**src/rtl/phase_timing.sv**
```systemverilog
// Instruction-cycle timing generator: tracks the eight MCS-4 subcycles from the
// clockgen two-phase clocks, drives SYNC, phase-edge strobes, a cycle counter and an error flag.
module phase_timing #(
    parameter int CNT_W = 16
) (
    input  logic             sysclk,
    input  logic             poc,
    input  logic             clk1,
    input  logic             clk2,
    output logic             phi1_rise,
    output logic             phi1_fall,
    output logic             phi2_rise,
    output logic             phi2_fall,
    output logic [2:0]       subcycle,
    output logic [7:0]       phase,
    output logic             sync,
    output logic             started,
    output logic [CNT_W-1:0] cycle_count,
    output logic             phase_err
);

    typedef enum logic [2:0] {
        SC_A1 = 3'd0,
        SC_A2 = 3'd1,
        SC_A3 = 3'd2,
        SC_M1 = 3'd3,
        SC_M2 = 3'd4,
        SC_X1 = 3'd5,
        SC_X2 = 3'd6,
        SC_X3 = 3'd7
    } subcycle_t;

    // Bit 0 tracks clk1, bit 1 tracks clk2.
    logic [1:0] clk_now;
    logic [1:0] clk_q_reg;
    logic [1:0] rise_now;
    logic [1:0] fall_now;
    logic [1:0] rise_reg;
    logic [1:0] fall_reg;

    assign clk_now = {clk2, clk1};

    genvar gi;
    generate
        for (gi = 0; gi < 2; gi++) begin : g_edge
            assign rise_now[gi] = clk_now[gi] & ~clk_q_reg[gi];
            assign fall_now[gi] = ~clk_now[gi] & clk_q_reg[gi];
        end
    endgenerate

    always_ff @(posedge sysclk or posedge poc) begin
        if (poc) begin
            clk_q_reg <= 2'b00;
            rise_reg  <= 2'b00;
            fall_reg  <= 2'b00;
        end else begin
            clk_q_reg <= clk_now;
            rise_reg  <= rise_now;
            fall_reg  <= fall_now;
        end
    end

    // Internal sequencer parks in X3 during reset so the first clk1 rise lands on A1.
    subcycle_t sub_state_reg;
    subcycle_t sub_state_next;

    always_ff @(posedge sysclk or posedge poc) begin
        if (poc) begin
            sub_state_reg <= SC_X3;
        end else begin
            sub_state_reg <= sub_state_next;
        end
    end

    always_comb begin
        sub_state_next = sub_state_reg;
        if (rise_now[0]) begin
            case (sub_state_reg)
                SC_A1:   sub_state_next = SC_A2;
                SC_A2:   sub_state_next = SC_A3;
                SC_A3:   sub_state_next = SC_M1;
                SC_M1:   sub_state_next = SC_M2;
                SC_M2:   sub_state_next = SC_X1;
                SC_X1:   sub_state_next = SC_X2;
                SC_X2:   sub_state_next = SC_X3;
                SC_X3:   sub_state_next = SC_A1;
                default: sub_state_next = SC_A1;
            endcase
        end
    end

    logic             started_reg;
    logic             started_next;
    logic [2:0]       sub_idx_next;
    logic [2:0]       subcycle_reg;
    logic [2:0]       subcycle_next;
    logic [7:0]       phase_reg;
    logic [7:0]       phase_next;
    logic             sync_reg;
    logic             sync_next;
    logic [CNT_W-1:0] cycle_count_reg;
    logic [CNT_W-1:0] cycle_count_next;
    logic             c2_fall_seen_reg;
    logic             c2_fall_seen_next;
    logic             phase_err_reg;
    logic             phase_err_next;
    logic             overlap_err;
    logic             missing_phi2_err;

    assign sub_idx_next = sub_state_next;

    generate
        for (gi = 0; gi < 8; gi++) begin : g_phase
            assign phase_next[gi] = started_next && (sub_idx_next == 3'(gi));
        end
    endgenerate

    // A clk2 fall sampled together with the clk1 rise still satisfies the ordering check.
    always_comb begin
        started_next      = started_reg | rise_now[0];
        subcycle_next     = started_next ? sub_idx_next : 3'd0;
        sync_next         = started_next && (sub_state_next == SC_X3);
        cycle_count_next  = cycle_count_reg;
        if (rise_now[0] && (sub_state_next == SC_A1)) begin
            cycle_count_next = cycle_count_reg + CNT_W'(1);
        end
        c2_fall_seen_next = rise_now[0] ? 1'b0 : (c2_fall_seen_reg | fall_now[1]);
        overlap_err       = clk1 & clk2;
        missing_phi2_err  = started_reg & rise_now[0] & ~(c2_fall_seen_reg | fall_now[1]);
        phase_err_next    = phase_err_reg | overlap_err | missing_phi2_err;
    end

    always_ff @(posedge sysclk or posedge poc) begin
        if (poc) begin
            started_reg      <= 1'b0;
            subcycle_reg     <= 3'd0;
            phase_reg        <= 8'd0;
            sync_reg         <= 1'b0;
            cycle_count_reg  <= '0;
            c2_fall_seen_reg <= 1'b0;
            phase_err_reg    <= 1'b0;
        end else begin
            started_reg      <= started_next;
            subcycle_reg     <= subcycle_next;
            phase_reg        <= phase_next;
            sync_reg         <= sync_next;
            cycle_count_reg  <= cycle_count_next;
            c2_fall_seen_reg <= c2_fall_seen_next;
            phase_err_reg    <= phase_err_next;
        end
    end

    assign phi1_rise   = rise_reg[0];
    assign phi1_fall   = fall_reg[0];
    assign phi2_rise   = rise_reg[1];
    assign phi2_fall   = fall_reg[1];
    assign subcycle    = subcycle_reg;
    assign phase       = phase_reg;
    assign sync        = sync_reg;
    assign started     = started_reg;
    assign cycle_count = cycle_count_reg;
    assign phase_err   = phase_err_reg;

endmodule

```
**config.mk**
```make
export PLATFORM = sky130hd
export DESIGN_NAME = phase_timing
export DESIGN_NICKNAME = d
export VERILOG_FILES = /design/src/rtl/phase_timing.sv
export SDC_FILE = /design/constraint.sdc
export NUM_CORES = 1
export LEC_CHECK = 0
export ABC_CLOCK_PERIOD_IN_PS = 2200
export CAP_MARGIN = 25
export CORE_ASPECT_RATIO = 1.25
export CORE_UTILIZATION = 48
export CTS_BUF_LIST = sky130_fd_sc_hd__clkbuf_4 sky130_fd_sc_hd__clkbuf_8 sky130_fd_sc_hd__clkbuf_16
export DETAILED_ROUTE_END_ITERATION = 8
export PLACE_DENSITY = 0.86
export SYNTH_ARGS = -nofsm -noshare
export SYNTH_HDL_FRONTEND = slang
export SYNTH_SLANG_ARGS = --single-unit
```
**constraint.sdc**
```tcl
create_clock -name sysclk -period 2.2 [get_ports sysclk]
set_clock_uncertainty 0.2 [all_clocks]
set_input_delay 0.44 -clock sysclk [delete_from_list [all_inputs] [get_ports sysclk]]
set_output_delay 0.44 -clock sysclk [all_outputs]
set_load 0.01 [all_outputs]
```
# Yosys cells after proc, flatten, opt, wreduce, memory -nomap -nowiden
# Memory sizes are Yosys's and may differ from the RTL's.
# Index checks and enable logic that the tools add are counted.
# op_classes
n_reduce_logical	10
mux	3
bitwise	16
n_eq_ne	7
n_addsub	1
# op_table
cell	n
$add A16 B1 Y16 const B	1
$eq A3 B3 Y1 const B	4
$logic_and A1 B1 Y1	9
$and A1 B1 Y1	7
$eq A3 B2 Y1 const B	2
$mux W3	2
$not A1 Y1	5
$or A1 B1 Y1	4
$eq A3 B1 Y1 const B	1
$logic_not A3 Y1	1
$mux W1	1
# totals
out_inout_bits	34
romBits	24
memories	1
reg_bits	40
# memory_table
memory	depth	width	read_ports	rd_clocked_by_memory_dff	wr	line_no	rtl
(no name shown)	8	3	1	0	0	78	case (sub_state_reg)

# Depth between registers and ports, before layout
# Gate-level depths: netlist (run 1).
# logic_depth
depth_word	6
ltp_mapped	7

# Worst setup path before layout (run 1)
# Ideal clock, no wire load.
# synth_timing
path_type	register to register
start	reg sub_state_reg[0]
end	reg cycle_count_reg[15] (netlist: cycle_count[15])
path_stages_with_launch	6
setup_time_ns	0.079
setup_slack_ns	0.209
synth_period_minus_slack_ns	1.991
t_arrival_ns	1.712
path_cell_list	dfstp_2 -> ha_1 -> and4bb_4 -> o2111ai_4 -> nor4_2 -> xor2_1
# synth_between
elab_chain_cells	4
# synth_rtl
element	line_no	rtl
start, declared	64	subcycle_t sub_state_reg;
start signal, assigned	71	sub_state_reg <= sub_state_next;
$mem_v2 Z8 W3	-	
$mux W3 *	77	if (rise_now[0]) begin
$logic_not A3 Y1 *	124	if (rise_now[0] && (sub_state_next == SC_A1)) begin
$logic_and A1 B1 Y1 *	124	
end signal, assigned	147	cycle_count_reg <= cycle_count_next;
end, declared	101	logic [CNT_W-1:0] cycle_count_reg;
# Every way passes the cells marked *; elsewhere a longest branch is shown, timed or not.
# A chain may end at the register's enable or synchronous reset.

# Worst setup path after layout (run 1)
# layout_timing
start	reg sub_state_reg[1]
end	reg cycle_count_reg[15] (netlist: cycle_count[15])
# The elaborated chain is that of the path after synthesis.

==> results of run 1 <==
worst max-delay path: cells and delay by family, from the launching register on:
family	cells	cell delay [ps]
fa+ha+maj	1	240
xor+xnor	1	190
compound gates	1	140
simple gates	2	680
flops	1	570
logic make-up (layout without fill, tap and decap cells):
group                    after synthesis  in the layout  share of synthesized area (%)
AND/OR/NAND/NOR                       51             51                           16.9
flip-flops                            39             39                           61.7
XOR/XNOR                              16             16                           8.82
buffers and inverters                 13             62                           3.39
AO/OA/AOI/OAI                          8              8                           4.33
multiplexers                           4              4                           2.60
adder cells (fa/ha/maj)                3              3                           2.36
through the flow:
step | cells | worst slack [ps]
after floorplan | 134 | 209
after global placement | 211 | 70.8
after detailed placement | 211 | -45.6
after CTS | 219 | 40.9
after global routing | 220 | 17.2
final | 220 | 107
cell type report:
class	instances	share of cell area (%)
inverter	11	1.93
clock inverter	3	1.17
sequential	39	45.7
tap	37	2.16
clock buffer	5	3.21
timing repair buffer	43	19.4
multi-input combinational	82	26.5
repair_timing:
action,4_1_cts,5_1_grt
setup endpoints to repair,0,5
endpoints found under the hold margin,0,0
setup buffers,0,1
resized for setup,0,3
report_power, final:
part | leakage [nW] | switching, mW | internal (mW)
sequential | 0.488 | 0.111 | 0.875
clock | 0.0443 | 0.254 | 0.226
combinational | 0.469 | 0.333 | 0.339
total | 1.00 | 0.699 | 1.44
cells in the final DEF (no fill, tap or decap), types with 5 or more instances in the layout:
cell type	count
xnor2_1	6
nand2_1	8
inv_1	11
clkbuf_8	5
buf_4	6
clkdlybuf4s50_1	37
dfrtp_1	36
xor2_1	10
o21ai_0	5
nor2_1	19
per-layer routing:
| layer | vias up | routed length (um) | GRT usage [%] |
|---|---|---|---|
| li1 | 526 | - | - |
| met1 | 539 | 1160 | 21.2 |
| met2 | 53 | 1630 | 33.9 |
| met3 | 10 | 182 | 6.21 |
| met4 | 0 | 96 | 13.8 |
| met5 | - | 0 | 0 |
final timing paths:
| check | slack, ps | from | to | cells after the start |
|---|---|---|---|---|
| worst max-delay path | 110 | sub_state_reg[1] | cycle_count[15] | 5 |
| min in group asynchronous | 350 | poc | phase[7] | 3 |
| max in group asynchronous | 1080 | poc | sub_state_reg[0] | 3 |
| worst min register to register | 260 | clk_q_reg[1] | rise_reg[1] | 1 |
| worst max register to register | 110 | sub_state_reg[1] | cycle_count[15] | 5 |
| worst min-delay path | 260 | clk_q_reg[1] | rise_reg[1] | 1 |
==> summary.md, run 1 <==
| Metric | Value |
|---|---|
| Hold Path Class | reg -> reg |
| Number of distinct library cells after synthesis | 28 |
| Initial antenna violation count | 0 |
| Max Slew Vio Count | 0 |
| Die area | 3550 sq um |
| Clock transition at path regs | 80 ps |
| IO Port Bufs | 37 |
| Final-stage net count | 189 |
| Synthesized area per cell | 11.9 sq um |
| Main synth FF type | dfrtp_1 |
| Via density per instance | 5.13 |
| CTS max path bufs | 2 |
| Post-synth top area cell | dfrtp_1 |
| Routed vias | 1128 |
| Worst slew pin tran | 477 ps |
| Post-synth top cells | dfrtp_1, nor2_1, inv_1 |
| Starting Density | 49.7% |
| Layout cells sized above 1 | 14.8% |
| Filler cells | 257 |
| CP max-delay cell | dfstp_2 |
| Pwr/cell area | 997 nW/um^2 |
| TritonCTS clock tree | done |
| WL final | 3070 um |
| Leading cell type by number of instances after synthesis | dfrtp_1 |
| Largest net degree at the start of global routing | 40 |
| Hold Fails Final Rpt | 0 |
| GR Overflow Total | 0 |
| DP HPWL | 2280 um |
| Synth Register Bits | 39 |
| Fmax | 478 MHz |
| Drt initial violations | 11 |
| Syn Inst Count | 134 |
| Critical Path RT | 2220 ps |
| Yosys warns | 0 |
| Clock Tree Root | clkbuf_8 |
| H-tree Lvls | 2 |
| WL/cell | 14.0 um |
| Status | complete, no violations |
| Antenna cells | 0 |
| Height of the die | 66.3 um |
| Max reg flops | 16 |
| Final period util | 95.2% |
| Area occupied by registers | 980 sq um |
| Max FO, Critical Path | 5 |
| Rows | 23 |
| Area of the multi-input gates | 568 sq um |
| Lkg Pwr | 1.00 nW |
| Worst Setup End Kind | register |
| CP peak stage delay | 570 ps |
| Pwr Total | 2.14 mW |
| Die Width | 53.5 um |
| CP arrival | 2110 ps |
| Final non-filler cell area | 2140 sq um |
| Synth Net Count | 141 |
| Mapped Area | 1590 sq um |
| Post-synth EDFFs | 0 |
| Largest cells by area after synthesis | dfrtp_1, xor2_1, dfstp_2 |
| RSZ-0062 raised after global routing | no |
| CTS buffer count | 5 |
| Vias in the first global route | 1124 |
| Area growth from synthesis to layout | 35.0% |
| CORE AREA | 3190 sq um |
| Residual DRC | 0 |
| Final core occ | 67.1% |
| Max Cap Viol | 0 |
| Worst hold margin | 259 ps |
| Worst setup SP type | register |
| I/O pin count | 38 |
| Total track usage | 20.4% |
| Seq/Total Area, Yosys | 61.7% |
| Worst vdd ir | 861 uV |
| CTS sink cnt | 39 |
| Global-route wire length before repair | 4930 um |
| Sum Neg Setup Slack | 0 ps |
| Final GP Congestion | 0.851 |
| DRT Pass-1 Iters | 4 |
| Ys async rst share | 100% |
| Crit path cell chain | ha_1 > and4bb_4 > o2111ai_4 > nor4_2 > xor2_1 |
| Clock insertion delay at the later pin of the skew report | 290 ps |
| Hold Buf Count CTS | 0 |
| Placed cell area | 2030 sq um |
| ANT nets after route | 0 |
| Final worst path period need | 2090 ps |
| Crit Path Category | reg -> reg |
| Post-synth top area share | 56.7% |
| Worst rel slew slack | 67.9% |
| Final setup fails | 0 |
Power figures use the tool's default switching activity.
==> run 2: changes to the inputs <==
--- a/config.mk
+++ b/config.mk
@@ -11,7 +11,8 @@
 export CORE_UTILIZATION = 48
 export CTS_BUF_LIST = sky130_fd_sc_hd__clkbuf_4 sky130_fd_sc_hd__clkbuf_8 sky130_fd_sc_hd__clkbuf_16
 export DETAILED_ROUTE_END_ITERATION = 8
-export PLACE_DENSITY = 0.86
+export PLACE_DENSITY = 0.78
 export SYNTH_ARGS = -nofsm -noshare
 export SYNTH_HDL_FRONTEND = slang
 export SYNTH_SLANG_ARGS = --single-unit
+export TNS_END_PERCENT = 50
==> run 2 against run 1 <==
Net effect:
- worst hold slack got worse by 1.4 ps
- critical path type unchanged
- critical path depth unchanged
- sequential power decreased by 0.4%
- register-to-register slack about the same
- critical endpoint unchanged
- worst setup slack got worse by 3.8 ps
- clock-buffer cell count increased by 1
==> summary.md, run 2 (same netlist as run 1, synthesis figures left out) <==
| Metric | Value |
|---|---|
| Clock insertion delay at the later pin of the skew report | 280 ps |
| CP max-delay cell | dfstp_2 |
| Max FO, Critical Path | 5 |
| Filler cells | 241 |
| Final period util | 95.3% |
| Worst Path Buf+Inv | 0 |
| Delay-heaviest family, CP | simple AND/OR/NAND/NOR gates |
| Area of the multi-input gates | 566 sq um |
| Hold Buf Count CTS | 0 |
| IO Port Bufs | 37 |
| Post-CTS resize count | 0 |
| Most frequent cells in the layout | clkdlybuf4s50_1, dfrtp_1, nor2_1 |
| Total track usage | 18.7% |
| DRT Pass-1 Iters | 3 |
| Max reg flops | 16 |
| Clock Tree Root | clkbuf_8 |
| Worst Setup End Kind | register |
| Pwr/cell area | 1040 nW/um^2 |
| I/O pin count | 38 |
| Largest net degree at the start of global routing | 40 |
| Routed vias | 1111 |
| Launch point of the critical path | sub_state_reg[0] |
| Area growth from synthesis to layout | 36.3% |
| Global-route wire length before repair | 4710 um |
| Max Slew Vio Count | 0 |
| Rows | 23 |
| Via density per instance | 5.05 |
| CP peak stage delay | 570 ps |
| Die area | 3550 sq um |
| WL final | 2850 um |
| Worst slew pin tran | 470 ps |
| RSZ-0062 raised after global routing | yes |
| Clock transition at path regs | 70 ps |
| TritonCTS clock tree | done |
| Initial antenna violation count | 0 |
| Sum Neg Setup Slack | 0 ps |
| Pwr Total | 2.25 mW |
| H-tree Lvls | 2 |
| Final setup fails | 0 |
| Worst vdd ir | 750 uV |
| Crit Path Category | reg -> reg |
| ANT nets after route | 0 |
| Vias in the first global route | 1105 |
| Final GP Congestion | 0.811 |
| Max Cap Viol | 0 |
| Worst setup margin | 103 ps |
| CORE AREA | 3190 sq um |
| Lkg Pwr | 1.02 nW |
| Worst hold margin | 258 ps |
| Final worst path period need | 2100 ps |
| Antenna cells | 0 |
| CTS sink cnt | 39 |
| Worst setup SP type | register |
| Placed cell count | 212 |
| Setup bufs post-CTS | 0 |
| Commonest non-fill, non-tap cell in the layout | clkdlybuf4s50_1 |
| Residual DRC | 0 |
| Finished Layout Cells | 220 |
| Starting Density | 49.7% |
| Critical Path RT | 2200 ps |
| Final-stage net count | 189 |
| Area occupied by registers | 980 sq um |
| CP arrival | 2100 ps |
| RR Startpoint | sub_state_reg[0] |
| Hold Path Class | reg -> reg |
| Die Width | 53.5 um |
| Startpoint of the worst hold path | clk_q_reg[1] |
| DP HPWL | 2110 um |
| Worst rel slew slack | 68.7% |
| Fmax | 477 MHz |
| Crit path cell chain | ha_1 > and4bb_4 > o2111ai_4 > nor4_2 > xor2_1 |
| GR Overflow Total | 0 |
| Pre-CTS setup slack | 15.5 ps |
| Height of the die | 66.3 um |
| Hold Fails Final Rpt | 0 |
| WL/cell | 13.0 um |
| Status | complete, no violations |
| CTS buffer count | 5 |
| CTS max path bufs | 2 |
| Drt initial violations | 19 |
| Layout cells sized above 1 | 14.2% |
==> run 2: changes by cell type in the layout (fill, tap and decap cells not counted) <==
cell / before / now
clkinv_4: 2 / 0
bufinv_16: 0 / 1
clkbuf_8: 5 / 6
clkinvlp_4: 1 / 0
nor2_1: 19 / 20
clkinv_2: 0 / 1
nor2_2: 1 / 0
==> run 2: power breakdown <==
part	internal, mW	switching, mW
logic	0.343	0.324
clock network	0.367	0.233
registers	0.875	0.107
==> run 2: cell type report <==
class | count | area share (%)
timing repair buffer | 43 | 19.2
multi-input combinational | 82 | 26.1
inverter | 11 | 1.91
tap | 37 | 2.14
clock buffer | 6 | 3.81
sequential | 39 | 45.2
clock inverter | 2 | 1.62
==> run 2: routing by layer <==
| metal | global-route usage [%] | wire length (um) |
|---|---|---|
| met1 | 21.1 | 1190 |
| met2 | 32.3 | 1500 |
| met3 | 5.98 | 119 |
| met4 | 6.25 | 30 |
| met5 | 0 | 0 |
==> run 2: worst reg2reg max path: stages (launching register included) <==
cell and delay, ps:
dfstp_2 570, ha_1 250, and4bb_4 370, o2111ai_4 160, nor4_2 310, xor2_1 160
==> run 2: worst paths after layout <==
path,to,slack (ps),depth (start not counted)
worst max-delay path,cycle_count[15],100,5
worst max register to register,cycle_count[15],100,5
max in group asynchronous,sub_state_reg[1],1070,3
worst min register to register,rise_reg[1],260,1
min in group asynchronous,cycle_count[7],380,3
worst min-delay path,rise_reg[1],260,1
==> run 2: per-stage QoR <==
stage,instance area (sq um),util [%]
floorplan,1590,-
global placement,2040,63.8
detailed placement,2040,63.8
CTS,2160,67.5
global route,2170,67.8
finish,2170,67.8
==> run 3: changes to the inputs <==
--- a/config.mk
+++ b/config.mk
@@ -5,7 +5,6 @@
 export SDC_FILE = /design/constraint.sdc
 export NUM_CORES = 1
 export LEC_CHECK = 0
-export ABC_CLOCK_PERIOD_IN_PS = 2200
 export CAP_MARGIN = 25
 export CORE_ASPECT_RATIO = 1.25
 export CORE_UTILIZATION = 48
==> results of run 3 <==
The final DEF is identical to that of run 2; final timing and power are the same.
